### config.mk
export PLATFORM = sky130hd
export DESIGN_NAME = fetch_stage
export DESIGN_NICKNAME = d
export VERILOG_FILES = /design/src/rtl/fetch_stage_pkg.sv /design/src/rtl/fetch_hold.sv /design/src/rtl/fetch_stage.sv
export SDC_FILE = /design/constraint.sdc
export NUM_CORES = 1
export LEC_CHECK = 0
export ABC_AREA = 1
export ABC_CLOCK_PERIOD_IN_PS = 1830
export CORE_MARGIN = 3
export CORE_UTILIZATION = 44
export CTS_CLUSTER_DIAMETER = 150
export CTS_CLUSTER_SIZE = 14
export DETAILED_ROUTE_END_ITERATION = 10
export MAX_ROUTING_LAYER = met4
export PLACE_DENSITY = 0.73
export SYNTH_ARGS = -nofsm -noshare
export SYNTH_HDL_FRONTEND = slang
export SYNTH_SLANG_ARGS = --single-unit
### constraint.sdc
create_clock -name clk -period 1.83 [get_ports clk]
set_clock_uncertainty 0.1 [all_clocks]
set_input_delay 0.2745 -clock clk [delete_from_list [all_inputs] [get_ports clk]]
set_output_delay 0.2745 -clock clk [all_outputs]
set_load 0.02 [all_outputs]
### src/rtl/fetch_stage_pkg.sv
// Shared fetch-stage definitions: default widths, opcode field geometry and
// the per-edge action priority (reset > redirect > stall > advance).
package fetch_stage_pkg;

  localparam int FS_ADDR_W = 8;
  localparam int FS_INST_W = 16;
  localparam int OPC_W     = 4;   // opcode sits in the top OPC_W bits of inst

  typedef enum logic [1:0] {
    ACT_ADVANCE = 2'd0,
    ACT_STALL   = 2'd1,
    ACT_FLUSH   = 2'd2,
    ACT_RESET   = 2'd3
  } fetch_act_e;

  function automatic fetch_act_e fetch_action(input logic rst,
                                              input logic redirect,
                                              input logic stall);
    if (rst)           return ACT_RESET;
    else if (redirect) return ACT_FLUSH;
    else if (stall)    return ACT_STALL;
    else               return ACT_ADVANCE;
  endfunction

endpackage

### src/rtl/fetch_hold.sv
// One-entry hold buffer: captures the in-flight memory word on the first stall
// edge, releases it on the next advance, and is cleared by flush or reset.
module fetch_hold
  import fetch_stage_pkg::*;
#(
  parameter int INST_W = FS_INST_W
) (
  input  logic              clk,
  input  logic              rst,
  input  logic              flush,
  input  logic              stall,
  input  logic              f_valid,
  input  logic [INST_W-1:0] rdata,
  output logic [INST_W-1:0] inst,
  output logic              valid
);

  always_ff @(posedge clk) begin
    if (rst) begin
      inst  <= '0;
      valid <= 1'b0;
    end else if (flush) begin
      valid <= 1'b0;
    end else if (stall) begin
      // Only the first stall edge captures; later ones keep the original word.
      if (!valid && f_valid) begin
        inst  <= rdata;
        valid <= 1'b1;
      end
    end else begin
      valid <= 1'b0;
    end
  end

endmodule

### src/rtl/fetch_stage.sv
// Instruction fetch and IF/ID register over a 1-cycle synchronous-read memory.
// IF/ID latency 2 edges from PC; stall freezes PC and IF/ID, redirect costs 2 bubbles.
module fetch_stage
  import fetch_stage_pkg::*;
#(
  parameter int          ADDR_W   = FS_ADDR_W,
  parameter int          INST_W   = FS_INST_W,
  parameter logic [ADDR_W-1:0] RESET_PC = '0
) (
  input  logic              clk,
  input  logic              rst,
  input  logic              stall,
  input  logic              redirect,
  input  logic [ADDR_W-1:0] redirect_pc,
  output logic [ADDR_W-1:0] imem_addr,
  input  logic [INST_W-1:0] imem_rdata,
  output logic              id_valid,
  output logic [INST_W-1:0] id_inst,
  output logic [OPC_W-1:0]  id_opcode,
  output logic [ADDR_W-1:0] id_pc,
  output logic [ADDR_W-1:0] id_pc_plus1
);

  logic [ADDR_W-1:0] pc;
  logic [ADDR_W-1:0] f_pc;
  logic              f_valid;
  logic [INST_W-1:0] h_inst;
  logic              h_valid;
  fetch_act_e        act;

  assign act = fetch_action(rst, redirect, stall);

  fetch_hold #(
    .INST_W (INST_W)
  ) u_hold (
    .clk     (clk),
    .rst     (rst),
    .flush   (act == ACT_FLUSH),
    .stall   (act == ACT_STALL),
    .f_valid (f_valid),
    .rdata   (imem_rdata),
    .inst    (h_inst),
    .valid   (h_valid)
  );

  always_ff @(posedge clk) begin
    if (rst) begin
      pc       <= RESET_PC;
      f_pc     <= '0;
      f_valid  <= 1'b0;
      id_valid <= 1'b0;
      id_inst  <= '0;
      id_pc    <= '0;
    end else begin
      case (act)
        ACT_FLUSH: begin
          pc       <= redirect_pc;
          f_valid  <= 1'b0;
          id_valid <= 1'b0;
        end
        ACT_STALL: begin
        end
        default: begin
          // While the hold buffer is full, imem_rdata is mem[pc] and is re-fetched below.
          id_inst  <= h_valid ? h_inst : imem_rdata;
          id_pc    <= f_pc;
          id_valid <= h_valid | f_valid;
          f_pc     <= pc;
          f_valid  <= 1'b1;
          pc       <= pc + ADDR_W'(1);
        end
      endcase
    end
  end

  assign imem_addr   = pc;
  assign id_opcode   = id_inst[INST_W-1 -: OPC_W];
  assign id_pc_plus1 = id_pc + ADDR_W'(1);

endmodule

# Word-level counts from Yosys, hierarchy flattened
# Cells that the tools add are included.
[word_totals]
in_bits = 28
ramBits = 0
n_memories = 0
latch_bits = 0
rom_bits = 0
output_inout_bits = 45
register_bits = 59
[op_classes]
eq_ne = 2
bitwise = 3
order_cmp = 0
shifts = 0
add_sub_neg = 2
reduce_logical = 5
mux = 7
div_mod_pow = 0
multipliers = 0
[op_table]
columns = ["operator", "n"]
rows = [
  ["$add A8 B1 Y8 const B", 2],
  ["$mux W16", 1],
  ["$pmux W8 S2", 1],
  ["$mux W2", 2],
  ["$pmux W1 S2", 2],
  ["$reduce_and A3 Y1", 1],
  ["$reduce_or A3 Y1", 1],
  ["$eq A2 B1 Y1 const B", 1],
  ["$eq A2 B2 Y1 const B", 1],
  ["$not A1 Y1", 2],
  ["$reduce_or A2 Y1", 1],
  ["$logic_and A1 B1 Y1", 1],
  ["$logic_not A1 Y1", 1],
  ["$mux W1", 1],
  ["$or A1 B1 Y1", 1],
]

# Longest topological paths before layout
[depth]
depth_word = 6
ltp_mapped = 10
depth_no_buf = 8

# Cells and area by module
# A second synthesis with hierarchy kept.
[unflattened]
cells_unflattened = 394
hier_area_um2 = 2842.7
[modules_own_cells]
columns = ["module", "n_inst", "seq_area_each_um2", "cells_per_inst", "area_per_inst_um2"]
rows = [
  ["fetch_stage", 1, 840.8, 282, 2073.2],
  ["fetch_hold", 1, 340.3, 112, 769.5],
]

# Worst setup path after synthesis
# OpenSTA, ideal clock, no wires.
[synth_path]
path_kind = "input-to-reg"
start = "input port rst"
end = "register id_inst[4]"
required_time_ns = 1.615
setup_ns = 0.115
cell_stages = 10
slack_ns = 0.095
path_buffers = 3
arrival_ns = 1.520
cell_sequence = "buf_2 > a21oi_1 > inv_1 > ha_1 > buf_4 > buf_2 > nor2_1 > nor2_1 > o21ai_0 > inv_1"
[synth_via]
elab_chain_len = 3
word_cells_on_any_way = 4
cone_classes = "2 x eq/ne; 1 x mux; 1 x reduce/logical"
[synth_rtl]
columns = ["element", "line", "source"]
rows = [
  ["start, declared", "fetch_stage.sv:11", "input logic rst,"],
  ["$mux W2", "fetch_stage_pkg.sv:19", "if (rst) return ACT_RESET;"],
  ["$eq A2 B1 Y1 / $eq A2 B2 Y1 (equally long branches)", "fetch_stage.sv:55", "case (act)"],
  ["$reduce_or A2 Y1 (no line)", "-", ""],
  ["end signal, assigned", "fetch_stage.sv:65", "id_inst <= h_valid ? h_inst : imem_rdata;"],
  ["end, declared", "fetch_stage.sv:18", "output logic [INST_W-1:0] id_inst,"],
]
# Parallel ways exist; a longest one is shown, timed or not.
# A chain may end at the register's enable or synchronous reset.

# Worst setup path in the final report
[layout_path]
start = "input port rst"
end = "register u_hold.inst[9]"
[layout_via]
elab_chain_len = 4
word_cells_on_any_way = 5
cone_classes = "2 x eq/ne; 1 x mux; 1 x bitwise; 1 x reduce/logical"
[layout_rtl]
columns = ["element", "line", "source"]
rows = [
  ["$mux W2", "fetch_stage_pkg.sv:19", ""],
  ["$eq A2 B2 Y1", "fetch_stage.sv:38", ".flush (act == ACT_FLUSH),"],
  ["$not A1 Y1 (no line)", "-", ""],
  ["$reduce_and A3 Y1 (no line)", "-", ""],
  ["end signal, assigned", "fetch_hold.sv:27", "inst <= rdata;"],
  ["end, declared", "fetch_hold.sv:14", "output logic [INST_W-1:0] inst,"],
]
# Parallel ways exist; a longest one is shown, timed or not.

==> reports/qor.log <==
INFO  job            cap_viol_max_count=0
INFO  critical_path  timing.critical_path.cells=clkdlybuf4s50_1, nor2_2, inv_1, ha_1, inv_1, nand4_4, buf_4, o21ai_2, a21oi_2
INFO  synth          synth-seq-cells=59
INFO  timing         slew_viol_final=0
INFO  synth          post_synth_instance_area=0.00284mm²
INFO  clock_tree     clk-insertion-delay-late=0.34ns
INFO  synth          yosys_warnings=0
INFO  critical_path  cp-end-kind=flop
INFO  floorplan      initial_utilization=46.7%
INFO  place          buffer_ports.inserted=72
INFO  timing         final.period_utilization=97.4%
INFO  drt            num_vias=2640
INFO  final_layout   drive_above_1_share=22.7%
INFO  synth          synth_nets=403
INFO  drt            viasPerCell=4.91
INFO  critical_path  cpMostUsedCell=inv_1
INFO  critical_path  timing.rr.end=imem_addr[6]
INFO  critical_path  crit_fanout=12
INFO  critical_path  cp_data_arrival_time=1.91ns
INFO  synth          async_reset_ff_share=0%
INFO  critical_path  worstSetupStartpoint=rst
INFO  floorplan      die_width=86.4µm
INFO  timing         worst_slew_margin_rel=76.6%
INFO  clock_tree     cts_num_sinks=59
INFO  final_layout   layout_commonest_cell=clkdlybuf4s50_1
INFO  worst_hold_path min_path_type=reg2reg
INFO  synth          cell_variety_after_synth=26
INFO  drt            detail-route-antenna-nets=0
INFO  grt            grt_first_pass_wirelength=11.0mm
INFO  pwr            power.leakage=1.76nW
INFO  final_layout   diodes=0
INFO  drt            drt_iter0_markers=52
INFO  grt            grt_antenna_before_repair=0
INFO  clock_tree     clk_pin_slew=0.06ns
INFO  floorplan      placementRows=28
INFO  final_layout   design.final.nets=492
INFO  grt            grt_use_total=19.4%
INFO  clock_tree     cts_inserted_buffers=9
INFO  critical_path  slowest_stage=clkdlybuf4s50_1
INFO  drt            detail_route.wirelength=6.69mm
INFO  final_layout   n_fill_cell=561
INFO  synth          postSynth.topFlopCell=dfxtp_1
INFO  clock_tree     cts.path.max_buffers=2
INFO  place          detailed_place_hpwl=4.75mm
INFO  floorplan      die_area=0.00746mm²
INFO  final_layout   layoutNonFillerInstCount=538
INFO  drt            firstDrtPassIters=4
INFO  critical_path  reg2reg_slack=0.43ns
INFO  floorplan      die_height=86.4µm
INFO  critical_path  worstRegToRegCells=6
INFO  grt            grt.overflow.total=0
INFO  critical_path  critical_path_required=1.96ns
INFO  critical_path  r2r-start=imem_addr[1]
INFO  timing         post-route-min-period=1.78ns
INFO  timing         setup_violations=0
INFO  synth          number_of_enable_flip_flop_cells_after_synthesis=0
INFO  critical_path  slowest_delay=0.51ns
INFO  pwr            ir_drop=0.467mV
INFO  drt            drc=0
INFO  clock_tree     holdBufCountCts=0
INFO  pwr            power.density_cell_area=876mW/mm²
INFO  critical_path  worst_setup_path_endpoint=u_hold.inst[9]
INFO  critical_path  worstSetupStartpointType=input port
INFO  synth          syn_area_per_cell=7.69µm²
INFO  timing         fin_worst_hold_slack=0.351ns
INFO  final_layout   mostFrequentLayoutCells=clkdlybuf4s50_1, dfxtp_1, nor2_1
INFO  clock_tree     tritoncts_clock_tree=yes
INFO  floorplan      core_ar=0.00610mm²
INFO  timing         grt_setup_unrepaired=true
INFO  grt            grt_max_degree=31
INFO  clock_tree     clk_root_buffer_cell=clkbuf_8
INFO  timing         timing_hold_violations_final=0
INFO  critical_path  timing.setup.critical_path_class=in2reg
INFO  timing         worstMarginPinSlew=0.350ns
INFO  place          gp_congestion=0.788
INFO  synth          yosysSeqAreaShare=41.5%
INFO  drt            wire_per_inst=12.4µm
INFO  synth          number_of_cells_produced_by_synthesis=370
INFO  grt            grt_pass1_vias=2449
INFO  clock_tree     cts.htree.levels=3
INFO  timing         fmax=561MHz
INFO  floorplan      ios=73
INFO  final_layout   syn_to_final_growth=40.4%
INFO  place          placed_cells_incl_taps=522
INFO  run_status     status=complete, no violations
[cells by family (layout without fill, tap and decap cells)]
| logic type | Yosys count | in the layout | synth area share (%) |
|---|---|---|---|
| buffers and inverters | 76 | 169 | 12.9 |
| DFF | 59 | 59 | 41.5 |
| xor gates and xnor gates | 8 | 8 | 2.46 |
| and+or+nand+nor | 110 | 110 | 16.5 |
| AOI/OAI and AO/OA | 112 | 112 | 24.4 |
| adders and majority gates | 5 | 5 | 2.20 |
[sequential cells by signal, summed over array words and instances (netlist names)]
| name | cells |
|---|---|
| id_inst | 16 |
| f_valid | 1 |
| u_hold.inst | 16 |
| imem_addr | 8 |
| id_pc | 8 |
| id_valid | 1 |
| f_pc | 8 |
| u_hold.valid | 1 |
[report_power, final]
part | switching [W] | internal (W)
Sequential | 0.0000855 | 0.00139
Clock | 0.000493 | 0.000694
Combinational | 0.000435 | 0.000396
Total | 0.00101 | 0.00248
[Yosys cell counts, types with 2 or more instances]
cell     instances  area (µm²)
inv_1           46         173
o21ai_1         13        65.1
a21oi_2         18         158
nand2_1         37         139
nor2_1          56         210
nand3_1         10        50.1
buf_6            5        56.3
buf_4            8        60.1
xnor2_1          2        17.5
buf_2           12        60.1
inv_2            4        15.0
xor2_1           6        52.6
a31oi_1          2        12.5
a21oi_1         16        80.1
dfxtp_1         59        1180
nor2_2           4        25.0
ha_1             5        62.6
o21ai_0         46         230
o21ai_2         14         123
[stage by stage]
step / setup TNS [ns] / power (W) / setup WS [ns] / cell area, µm² / utilization (%)
2_1_floorplan: 0 / 0.00195 / 0.0947 / 2840 / -
3_3_place_gp: -12.75 / 0.00233 / -0.279 / 3760 / 61.7
3_5_place_dp: -16.20 / 0.00234 / -0.359 / 3760 / 61.7
4_1_cts: -0.0218 / 0.00352 / -0.0218 / 3950 / 64.7
5_1_grt: -0.0932 / 0.00368 / -0.0468 / 3990 / 65.5
6_report: 0 / 0.00350 / 0.0481 / 3990 / 65.5
[layout make-up]
| type | count | area (µm²) | share of cell area (%) |
|---|---|---|---|
| clock buffer | 13 | 159 | 3.98 |
| sequential | 59 | 1190 | 29.8 |
| tap | 75 | 93.8 | 2.35 |
| inverter | 50 | 188 | 4.70 |
| clock inverter | 2 | 35.0 | 0.877 |
| timing repair buffer | 104 | 993 | 24.9 |
| multi-input combinational | 235 | 1330 | 33.4 |
[repair_timing]
action	CTS	global route
buffers inserted	0	1
pin swaps	0	3
resized for setup	28	27
endpoints found under the setup margin	13	18
[routing by layer]
layer / GRT usage (%) / vias up / part of all wire, %
met2: 30.5 / 80 / 48
met5: - / - / 0
met4: 6.52 / 0 / 1.2
met3: 7.03 / 10 / 7.1
li1: - / 1361 / -
met1: 22.9 / 1189 / 44
[worst max-delay path: cells and delay by family]
kind                     cells  cell delay, ns
AND/OR/NAND/NOR              2            0.31
adder cells (fa/ha/maj)      1            0.19
buffers and inverters        4            0.94
AO/OA/AOI/OAI                2            0.19
[worst min-delay path by stage]
| stage | start | endpoint | slack, ns | cells after the start |
|---|---|---|---|---|
| after floorplan | rst | u_hold.valid | 0.25 | 1 |
| after global placement | u_hold.inst[5] | u_hold.inst[5] | 0.34 | 2 |
| after detailed placement | u_hold.inst[5] | u_hold.inst[5] | 0.34 | 2 |
| after CTS | u_hold.inst[5] | u_hold.inst[5] | 0.35 | 2 |
| after global routing | u_hold.inst[1] | u_hold.inst[1] | 0.37 | 2 |
| final | u_hold.inst[7] | u_hold.inst[7] | 0.35 | 2 |
Note: power is estimated with default switching activity, not from simulation.
